--- src/rtl/exec_pkg.sv ---
// Shared definitions for the decode/execute/memory slice of the 8-bit
// multi-cycle CPU: opcode encoding, control-flag bundle and the decoder.
package exec_pkg;

  localparam int DATA_W  = 8;
  localparam int RADDR_W = 2;

  typedef enum logic [3:0] {
    OP_NOP  = 4'h0,
    OP_ADD  = 4'h1,
    OP_SUB  = 4'h2,
    OP_AND  = 4'h3,
    OP_OR   = 4'h4,
    OP_XOR  = 4'h5,
    OP_SLL  = 4'h6,
    OP_SRL  = 4'h7,
    OP_SLT  = 4'h8,
    OP_ADDI = 4'h9,
    OP_LW   = 4'hA,
    OP_SW   = 4'hB,
    OP_BEQ  = 4'hC,
    OP_BNE  = 4'hD,
    OP_J    = 4'hE,
    OP_HALT = 4'hF
  } opcode_e;

  // Control flags handed to the register file, memory and writeback mux.
  typedef struct packed {
    logic [RADDR_W-1:0] addr_0;
    logic [RADDR_W-1:0] addr_1;
    logic [RADDR_W-1:0] addr_w;
    logic               reg_w_en;
    logic               mem_w_en;
    logic               mem_r_en;
    logic               sel_w_source;
    logic               jump;
  } ctrl_t;

  // Pure decode of one instruction word; anything not listed stays 0.
  function automatic ctrl_t decode_instr(input logic [DATA_W-1:0] instr);
    ctrl_t   c;
    opcode_e op;
    c  = '0;
    op = opcode_e'(instr[7:4]);
    case (op)
      OP_ADD, OP_SUB, OP_AND, OP_OR, OP_XOR, OP_SLL, OP_SRL, OP_SLT: begin
        c.addr_0   = instr[3:2];
        c.addr_1   = instr[1:0];
        c.addr_w   = instr[3:2];
        c.reg_w_en = 1'b1;
      end
      OP_ADDI: begin
        c.addr_0   = instr[3:2];
        c.addr_w   = instr[3:2];
        c.reg_w_en = 1'b1;
      end
      OP_LW: begin
        c.addr_0       = instr[3:2];
        c.addr_w       = instr[1:0];
        c.mem_r_en     = 1'b1;
        c.sel_w_source = 1'b1;
        c.reg_w_en     = 1'b1;
      end
      OP_SW: begin
        c.addr_0   = instr[3:2];
        c.addr_1   = instr[1:0];
        c.mem_w_en = 1'b1;
      end
      OP_BEQ, OP_BNE: begin
        c.addr_0 = instr[3:2];
        c.addr_1 = instr[1:0];
      end
      OP_J: begin
        c.jump = 1'b1;
      end
      default: begin
        c = '0;
      end
    endcase
    return c;
  endfunction

endpackage

--- src/rtl/exec_alu_core.sv ---
// Combinational 8-bit ALU: result, signed overflow and branch condition
// for one opcode. Arithmetic wraps modulo 256.
module exec_alu_core
  import exec_pkg::*;
(
  input  opcode_e           op,
  input  logic [DATA_W-1:0] a,
  input  logic [DATA_W-1:0] b,
  input  logic [1:0]        imm,
  output logic [DATA_W-1:0] result,
  output logic              overflow,
  output logic              cond
);

  logic [DATA_W-1:0] sum;
  logic [DATA_W-1:0] diff;
  logic [DATA_W-1:0] sum_imm;

  assign sum     = a + b;
  assign diff    = a - b;
  assign sum_imm = a + {{(DATA_W-2){1'b0}}, imm};

  // Opcode-selected result; overflow only for ADD/SUB/ADDI.
  always_comb begin
    result   = '0;
    overflow = 1'b0;
    cond     = 1'b0;
    case (op)
      OP_ADD: begin
        result   = sum;
        overflow = (a[DATA_W-1] == b[DATA_W-1]) && (sum[DATA_W-1] != a[DATA_W-1]);
      end
      OP_SUB: begin
        result   = diff;
        overflow = (a[DATA_W-1] != b[DATA_W-1]) && (diff[DATA_W-1] != a[DATA_W-1]);
      end
      OP_AND:  result = a & b;
      OP_OR:   result = a | b;
      OP_XOR:  result = a ^ b;
      OP_SLL:  result = a << b[2:0];
      OP_SRL:  result = a >> b[2:0];
      OP_SLT:  result = {{(DATA_W-1){1'b0}}, ($signed(a) < $signed(b))};
      OP_ADDI: begin
        // The immediate is a small positive number, so overflow can only
        // happen by crossing from positive into negative.
        result   = sum_imm;
        overflow = !a[DATA_W-1] && sum_imm[DATA_W-1];
      end
      OP_BEQ: begin
        result = diff;
        cond   = (a == b);
      end
      OP_BNE: begin
        result = diff;
        cond   = (a != b);
      end
      OP_J:    cond = 1'b1;
      default: begin
        result   = '0;
        overflow = 1'b0;
        cond     = 1'b0;
      end
    endcase
  end

endmodule

--- src/rtl/exec_datapath.sv ---
// Decode/execute/memory slice of the 8-bit multi-cycle CPU.
// Stage work is gated by the dec_en / exe_en / mem_en strobes from the CPU
// state machine. A strobe is a single-cycle qualifier with no back-pressure:
// the stage acts on every rising edge where its strobe is high, and all
// stages sample pre-edge values, so execute and memory always work on the
// previously latched instruction.
// Optional feature: define OVF_STICKY_EN to add the ovf_sticky output,
// set by any executed overflow and cleared only by rst.
module exec_datapath
  import exec_pkg::*;
#(
  parameter int DMEM_DEPTH = 16
) (
  input  logic               clk,
  input  logic               rst,
  input  logic               dec_en,
  input  logic               exe_en,
  input  logic               mem_en,
  input  logic [DATA_W-1:0]  instr,
  input  logic [DATA_W-1:0]  in0,
  input  logic [DATA_W-1:0]  in1,
  output logic [RADDR_W-1:0] reg_addr_0,
  output logic [RADDR_W-1:0] reg_addr_1,
  output logic [RADDR_W-1:0] reg_addr_w,
  output logic               reg_w_en,
  output logic               mem_w_en,
  output logic               mem_r_en,
  output logic               sel_w_source,
  output logic               jump,
  output logic [DATA_W-1:0]  alu_result,
  output logic               overflow,
  output logic               branch_taken,
  output logic [DATA_W-1:0]  mem_rdata,
  output logic [DATA_W-1:0]  wb_data
`ifdef OVF_STICKY_EN
  ,
  output logic               ovf_sticky
`endif
);

  localparam int AW = $clog2(DMEM_DEPTH);

  logic [DATA_W-1:0] instr_q, instr_d;
  logic [DATA_W-1:0] alu_q, alu_d;
  logic              ovf_q, ovf_d;
  logic              br_q, br_d;
  logic [DATA_W-1:0] rdata_q;
  logic [DATA_W-1:0] ram_q [DMEM_DEPTH];
  logic [AW-1:0]     mem_addr;
  ctrl_t             ctrl;

  logic [DATA_W-1:0] core_result;
  logic              core_ovf;
  logic              core_cond;

  // Control outputs follow the latched instruction, so they change only
  // the cycle after a dec_en edge and are all zero after reset (NOP).
  assign ctrl         = decode_instr(instr_q);
  assign reg_addr_0   = ctrl.addr_0;
  assign reg_addr_1   = ctrl.addr_1;
  assign reg_addr_w   = ctrl.addr_w;
  assign reg_w_en     = ctrl.reg_w_en;
  assign mem_w_en     = ctrl.mem_w_en;
  assign mem_r_en     = ctrl.mem_r_en;
  assign sel_w_source = ctrl.sel_w_source;
  assign jump         = ctrl.jump;

  exec_alu_core u_alu (
    .op       (opcode_e'(instr_q[7:4])),
    .a        (in0),
    .b        (in1),
    .imm      (instr_q[1:0]),
    .result   (core_result),
    .overflow (core_ovf),
    .cond     (core_cond)
  );

  // Next-state selection for the decode and execute stage registers.
  always_comb begin
    instr_d = dec_en ? instr       : instr_q;
    alu_d   = exe_en ? core_result : alu_q;
    ovf_d   = exe_en ? core_ovf    : ovf_q;
    br_d    = exe_en ? core_cond   : br_q;
  end

  // Decode and execute stage registers.
  always_ff @(posedge clk) begin
    if (rst) begin
      instr_q <= '0;
      alu_q   <= '0;
      ovf_q   <= 1'b0;
      br_q    <= 1'b0;
    end else begin
      instr_q <= instr_d;
      alu_q   <= alu_d;
      ovf_q   <= ovf_d;
      br_q    <= br_d;
    end
  end

  // Upper address bits are dropped, so addresses wrap around the RAM.
  assign mem_addr = in0[AW-1:0];

  // Data RAM and load register; reset clears every word.
  always_ff @(posedge clk) begin
    if (rst) begin
      for (int i = 0; i < DMEM_DEPTH; i++) begin
        ram_q[i] <= '0;
      end
      rdata_q <= '0;
    end else if (mem_en) begin
      if (ctrl.mem_w_en) begin
        ram_q[mem_addr] <= in1;
      end
      if (ctrl.mem_r_en) begin
        rdata_q <= ram_q[mem_addr];
      end
    end
  end

`ifdef OVF_STICKY_EN
  logic sticky_q;

  // Sticky overflow: remembers any executed overflow until reset.
  always_ff @(posedge clk) begin
    if (rst) begin
      sticky_q <= 1'b0;
    end else if (exe_en && core_ovf) begin
      sticky_q <= 1'b1;
    end
  end

  assign ovf_sticky = sticky_q;
`endif

  assign alu_result   = alu_q;
  assign overflow     = ovf_q;
  assign branch_taken = br_q;
  assign mem_rdata    = rdata_q;
  assign wb_data      = ctrl.sel_w_source ? rdata_q : alu_q;

endmodule

--- config.mk ---
export PLATFORM = sky130hd
export DESIGN_NAME = exec_datapath
export DESIGN_NICKNAME = d
export VERILOG_FILES = /design/src/rtl/exec_pkg.sv /design/src/rtl/exec_alu_core.sv /design/src/rtl/exec_datapath.sv
export SDC_FILE = /design/constraint.sdc
export NUM_CORES = 1
export LEC_CHECK = 0
export CORE_ASPECT_RATIO = 1.25
export CORE_MARGIN = 5
export CORE_UTILIZATION = 54
export DETAILED_ROUTE_END_ITERATION = 8
export PLACE_DENSITY = 0.85
export SYNTH_ARGS = -nofsm -noshare
export SYNTH_HDL_FRONTEND = slang
export SYNTH_SLANG_ARGS = --single-unit
--- constraint.sdc ---
create_clock -name clk -period 2.6 [get_ports clk]
set_clock_uncertainty 0.05 [all_clocks]
set_input_delay 0.39 -clock clk [delete_from_list [all_inputs] [get_ports clk]]
set_output_delay 0.39 -clock clk [all_outputs]
set_load 0.05 [all_outputs]
-- Word level (Yosys, flattened, before mapping)
Memory sizes are Yosys's and may differ from the RTL's. A register that Yosys moved wholly into a read port is not among the register bits.
Cells that the tools add are included.
- flip-flop bits (word level): 18
- memory bits (writable): 128
- input port bits: 29
- output and inout port bits: 37
- word-level logic and storage cells: 63
- memories kept: 1
- memory list (name ; depth ; bits a word ; rd ports ; clocked after Yosys merged registers in ; wr ports ; RTL line ; text):
    ram_q ; 16 ; 8 ; 1 ; 1 ; 16 ; exec_datapath.sv:48 ; logic [DATA_W-1:0] ram_q [DMEM_DEPTH];
- $add $sub $neg: 3
- magnitude comparators: 1
- equality and inequality tests: 20
- shifts and indexed selects: 2
- mux-type cells: 19
- bitwise operators: 3
- reductions and logical operators: 10
- operator list (kind ; count):
    case mux 8 bit (9 select lines) ; 1
    == test 4 bit (second input constant) ; 7
    == test 4 x 3 -> 1 bit (second input constant) ; 4
    two-way mux 8 bit ; 2
    OR reduction 13 bit ; 1
    OR reduction 11 bit ; 1
    two-way mux 1 bit ; 9
    OR reduction 9 bit ; 1
    adder 8 x 2 -> 8 bit ; 1
    adder 8 bit ; 1
    bitwise AND 8 bit ; 1
    == test 4 x 2 -> 1 bit (second input constant) ; 2
    == test 8 bit ; 1
    < comparator 8 bit ; 1
    != test 8 bit ; 1
    bitwise OR 8 bit ; 1
    OR reduction 8 bit ; 1
    << shifter 8 x 3 -> 8 bit ; 1
    right shift 8 x 3 -> 8 bit ; 1
    subtractor 8 bit ; 1
    bitwise XOR 8 bit ; 1
    two-way mux 2 bit ; 3
    case mux 1 bit (3 select lines) ; 2
    case mux 3 bit (2 select lines) ; 1
    8 further kinds ; 12

-- Depth between registers and ports, before layout
- depth after elaboration: 8
- depth in mapped cells: 11

-- Modules after synthesis
Synthesis repeated with hierarchy kept, for this count alone.
- cells, all modules: 773
- area, all modules: 9296.4 um^2
- modules (own cells, without submodules) (module ; times used ; cells an instance ; area an instance (um^2) ; sequential area each (um^2)):
    exec_datapath ; 1 ; 515 ; 7322.0 ; 4364.2
    exec_alu_core ; 1 ; 258 ; 1974.4 ; 0.0

-- Least setup slack after synthesis
No wires, ideal clock.
- path kind: reg2out
- start point: reg instr_q[6]
- end point: out wb_data[4]
- arrival: 2259 ps
- required time: 2160 ps
- setup slack: -99 ps
- stages on the path, launching flop included: 6
- path buffers: 2
- cell sequence: dfxtp_1 buf_2 and2b_1 and2_1 buf_2 o21ai_0
- word-level cells in the longest chain between the ends: 3
- RTL lines (element ; RTL line ; text):
    start, declared ; exec_datapath.sv:43 ; logic [DATA_W-1:0] instr_q, instr_d;
    start signal, assigned ; exec_datapath.sv:94 ; instr_q <= instr_d;
    == test 4 bit ; exec_pkg.sv:45 ; case (op)
    two-way mux 2 bit ; exec_pkg.sv:45 ;
    two-way mux 8 bit ; exec_datapath.sv:140 ; assign wb_data = ctrl.sel_w_source ? rdata_q : alu_q;
    end, declared ; exec_datapath.sv:34 ; output logic [DATA_W-1:0] wb_data
Every way passes these cells.

-- Final worst setup path
- start point: reg instr_q[7]
- end point: out reg_addr_0[1]
- word-level cells in the longest chain between the ends: 3
- elaborated cells between the ends (all ways): 15
- classes of those cells: eq/ne (13); mux (1); reduce/logical (1)
- RTL lines (element ; RTL line ; text):
    == test 4 bit, or another cell as far along ; exec_pkg.sv:45 ;
    OR reduction 13 bit (no line) (*) ; - ;
    two-way mux 2 bit (*) ; exec_pkg.sv:45 ;
    end, declared ; exec_datapath.sv:22 ; output logic [RADDR_W-1:0] reg_addr_0,
Mark *: on every way between the ends. The rest lies on a longest branch, timed or not.

==> results.md <==
- The number of H-tree branching levels is 4.
- The cell area that synthesis handed to floorplanning was 9590 um^2.
- The number of hold buffers added after cts is 0.
- The remaining antenna violation count is 0.
- The synthesis-to-layout area growth is 20.8%.
- The worst setup path is launched from a flip-flop.
- For this run, the leading register cell type out of synthesis is sky130_fd_sc_hd__edfxtp_1.
- For this design the static power due to leakage is 4.18 nW.
- The first global-routing pass estimated 45500 um of wire.
- The count of endpoints failing setup in the final report is 0.
- The fraction of the cycle the final worst path needs is 97.7%.
- The run finished with clean final reports.
- The number of port buffers is 65.
- The total area inside the core boundary comes to 17400 um^2.
- The number of storage elements in the synthesis netlist is 154.
- The sequential cells in the finished layout cover a total of 4360 um^2.
- Measured along the y axis, the die boundary spans 159 um.
- The detailed router finished its first iteration with 1001 violations.
- The worst setup path startpoint is instr_q[7].
- The hold violation count in the final report was 0.
- The number of global-route vias before repair was 7675.
- The worst IR drop on VDD is 0.399 mV.
- The number of synthesized flops with an enable pin is 128.
- The first TritonRoute pass finished after 6 iterations.
- The measured slew at the worst slew-check pin is 0.632 ns.
- After filler insertion, the fill cell instance count of the layout stands at 1265.
- Overall power consumption after layout is estimated at 6.26 mW.
- Walking the worst path, the cells encountered are buf_6, buf_4, or4_4, and3_1, buf_4.
- The hold path startpoint is mem_rdata[4].
- The post-synthesis area per instance is 11.8 um^2.
- The clock slew at the register clock pins of the worst setup and hold paths is 0.07 ns.
- The multi-input combinational cells in the finished layout cover a total of 4720 um^2.
- In this run the cell area measured after placement is 11000 um^2.
- The overflow left after global routing is 0.
- Dividing the detail-routed via count by the number of cells gives 6.75.
- Setup repair after global routing left no endpoint under its margin.
- The worst setup path is of the reg2out kind.
- The path class of the lowest-slack min-delay path is reg2reg.
- The synthesized netlist contains 77 unique library cells.
- The root buffer selected by CTS is sky130_fd_sc_hd__clkbuf_16.
- The number of core rows is 54.
- The longest clock path from root to sink contains 2 buffers.
- Entering global routing, the biggest net connects 40 pins.
- The placer congestion estimate is 0.969.
- The number of buffers and inverters on the critical path is 3.
- The number of instances in the synthesized netlist is 815.
- The initial antenna violation count is 2.
- The TritonCTS clock tree is done.
- Across the run, the number of max-cap violations was 0.
- The die footprint is 20500 um^2.
- The clock insertion delay at the later pin of the skew report is 0.43 ns.
- The post-route cell area is 11600 um^2.
- The path depth of the worst reg2reg path is 5.
- The achievable clock frequency is 394 MHz.
- STA puts the critical path data required time at 2.16 ns.
- Along the worst path, the maximum fanout reaches 16.
- The share of the Yosys chip area taken by registers is 45.5%.
- The number of cells traversed by the worst hold path is 2.
- The Yosys warning count is 0.
- The critical path's top delay family is simple AND/OR/NAND/NOR gates.
- The synthesized net count is 875.
- In the routed design, unresolved DRC markers number 0.
- At the end of the flow, the number of nets in the layout was 986.
- The arrival time at the worst endpoint is 2.10 ns.
- In this run, CTS created clock tree buffers numbering 17.
- The slowest stage of the critical path is the sky130_fd_sc_hd__or4_4 cell.
- Cells with a size suffix above 1 make up 31.5% of the layout.
- The starting utilization of the core area is 55.0%.
- The logic depth of the worst path, buffers included is 5.
- The total routing resource utilization after global routing is 29.2%.
- The nature of the critical path endpoint is an output port.
- Once placement completed, the tool counted placed cells totaling 1129.
- The delay of the slowest critical-path stage is 0.56 ns.
- The beginning of the worst register-to-register path is instr_q[4].
- The worst slew margin relative to its limit is 57.7%.
- Pin placement for this block handled 66 I/O pins.
- CTS saw 154 sinks.
- The minimum period implied by the final worst setup slack is 2.54 ns.
- The overall via count from detail_route is 7845.
- The post-DP HPWL is 21300 um.
- The non-filler instance count after layout is 1163.
- The routed design has 29800 um of wire.
- In this run the power density over the cells is 540 nW/um^2.
- The async set-or-reset flop fraction in the synthesized netlist is 0%.
- The die span in x is 129 um.
- The antenna cell count is 0.
- In the final routed layout, each cell accounts on average for 25.7 um.
- The cell with the most instances on the worst path is sky130_fd_sc_hd__buf_4.
- The final count of pins violating max slew is 0.
-- sequential cells by signal, summed over array words and instances, names as in the netlist --
register	count
alu_result	8
branch_taken	1
instr_q	8
mem_rdata	8
overflow	1
ram_q	128
-- synth_stat cells, types with 4 or more instances --
cell type,count,area (um^2)
sky130_fd_sc_hd__edfxtp_1,128,3840
sky130_fd_sc_hd__nor3_1,56,280
sky130_fd_sc_hd__nand2_1,55,206
sky130_fd_sc_hd__nor3_2,49,490
sky130_fd_sc_hd__mux4_2,43,968
sky130_fd_sc_hd__clkbuf_1,38,143
sky130_fd_sc_hd__a21oi_1,33,165
sky130_fd_sc_hd__ha_1,28,350
sky130_fd_sc_hd__dfxtp_1,26,521
sky130_fd_sc_hd__buf_2,23,115
sky130_fd_sc_hd__mux2i_1,23,230
sky130_fd_sc_hd__nor2_1,23,86.3
sky130_fd_sc_hd__nor4_1,23,144
sky130_fd_sc_hd__o21ai_0,22,110
sky130_fd_sc_hd__inv_1,21,78.8
sky130_fd_sc_hd__nor2b_1,13,81.3
sky130_fd_sc_hd__mux2_2,12,135
sky130_fd_sc_hd__nand3_1,12,60.1
sky130_fd_sc_hd__nor4_2,12,150
sky130_fd_sc_hd__buf_1,11,41.3
sky130_fd_sc_hd__and3_1,10,62.6
sky130_fd_sc_hd__buf_4,8,60.1
sky130_fd_sc_hd__o31ai_1,8,60.1
sky130_fd_sc_hd__nand4_1,7,43.8
sky130_fd_sc_hd__a31oi_1,6,37.5
sky130_fd_sc_hd__clkinv_1,6,22.5
sky130_fd_sc_hd__nand2b_1,6,37.5
sky130_fd_sc_hd__o22ai_1,6,37.5
sky130_fd_sc_hd__or3_1,5,31.3
sky130_fd_sc_hd__xnor2_1,5,43.8
sky130_fd_sc_hd__a2111oi_0,4,35.0
sky130_fd_sc_hd__a22oi_1,4,30.0
sky130_fd_sc_hd__and3b_1,4,35.0
sky130_fd_sc_hd__buf_6,4,45.0
sky130_fd_sc_hd__nor3b_1,4,30.0
sky130_fd_sc_hd__nor4b_1,4,35.0
sky130_fd_sc_hd__o2bb2ai_1,4,35.0
-- power breakdown --
part | switching, mW | total, mW | internal, mW
sequential | 0.0407 | 2.79 | 2.75
combinational | 0.679 | 1.14 | 0.459
clock | 1.09 | 2.33 | 1.24
total | 1.81 | 6.26 | 4.45
-- worst min-delay path: stages (launching register included) --
cell	delay [ns]
sky130_fd_sc_hd__dfxtp_1	0.32
sky130_fd_sc_hd__nand2_1	0.06
sky130_fd_sc_hd__a21oi_1	0.05
-- logic make-up after synthesis --
kind of cell / after synthesis / synth area share [%]
DFF: 154 / 45.5
AOI/OAI and AO/OA: 125 / 8.79
and+or+nand+nor: 306 / 20.9
adders and majority gates: 31 / 4.28
xor gates and xnor gates: 6 / 0.548
buffers and inverters: 113 / 5.52
muxes: 80 / 14.5
-- stage by stage --
stage	utilization, %	hold slack [ns]	setup TNS (ns)	setup slack, ns
CTS	66.3	0.431	0	0.0132
global placement	63.1	0.413	-1.40	-0.264
detailed placement	63.1	0.420	-1.55	-0.192
floorplan	-	0.439	-0.117	-0.00729
global route	66.5	0.449	0	0.0157
finish	66.5	0.431	0	0.0608
-- area by class of cell --
| class | instances | share of cell area (%) |
|---|---|---|
| well taps | 224 | 2.42 |
| repair buffers | 177 | 13.5 |
| clock inverters | 14 | 0.994 |
| clock buffers | 18 | 3.70 |
| multi-input cells | 548 | 40.8 |
| flip-flops and latches | 154 | 37.7 |
| inverters | 28 | 0.940 |
-- cell usage in the layout, fill, tap and decap left out, types with 7 or more instances in the layout --
| cell type | instances |
|---|---|
| sky130_fd_sc_hd__buf_4 | 119 |
| sky130_fd_sc_hd__clkinv_1 | 7 |
| sky130_fd_sc_hd__buf_12 | 11 |
| sky130_fd_sc_hd__nor3_2 | 49 |
| sky130_fd_sc_hd__edfxtp_1 | 128 |
| sky130_fd_sc_hd__nor2b_1 | 13 |
| sky130_fd_sc_hd__inv_1 | 20 |
| sky130_fd_sc_hd__mux4_2 | 43 |
| sky130_fd_sc_hd__mux2_2 | 12 |
| sky130_fd_sc_hd__and3_1 | 10 |
| sky130_fd_sc_hd__nor2_1 | 23 |
| sky130_fd_sc_hd__clkdlybuf4s50_1 | 42 |
| sky130_fd_sc_hd__a21oi_1 | 33 |
| sky130_fd_sc_hd__mux2i_1 | 23 |
| sky130_fd_sc_hd__o21ai_0 | 20 |
| sky130_fd_sc_hd__nand2_1 | 55 |
| sky130_fd_sc_hd__nor4_1 | 23 |
| sky130_fd_sc_hd__dfxtp_1 | 26 |
| sky130_fd_sc_hd__nor3_1 | 56 |
| sky130_fd_sc_hd__nand3_1 | 12 |
| sky130_fd_sc_hd__nand4_1 | 7 |
| sky130_fd_sc_hd__nor4_2 | 12 |
| sky130_fd_sc_hd__ha_1 | 28 |
| sky130_fd_sc_hd__clkbuf_16 | 17 |
-- final timing paths --
kind              endpoint  slack, ns
max          reg_addr_0[1]       0.06
min           mem_rdata[4]       0.43
max reg2reg   ram_q[10][6]       0.19
min reg2reg   mem_rdata[4]       0.43
-- timing repair --
item	in CTS	in global routing
setup endpoints to repair	10	19
resized for setup	2	6
buffers inserted	0	2
-- per-layer routing --
metal,vias up,track usage [%],share of wire [%]
li1,3388,-,-
met1,3810,37.2,36
met2,531,47.7,49
met3,112,5.34,8.7
met4,4,14.4,5.6
met5,-,0,0.090
(Power assumes the default switching activity.)
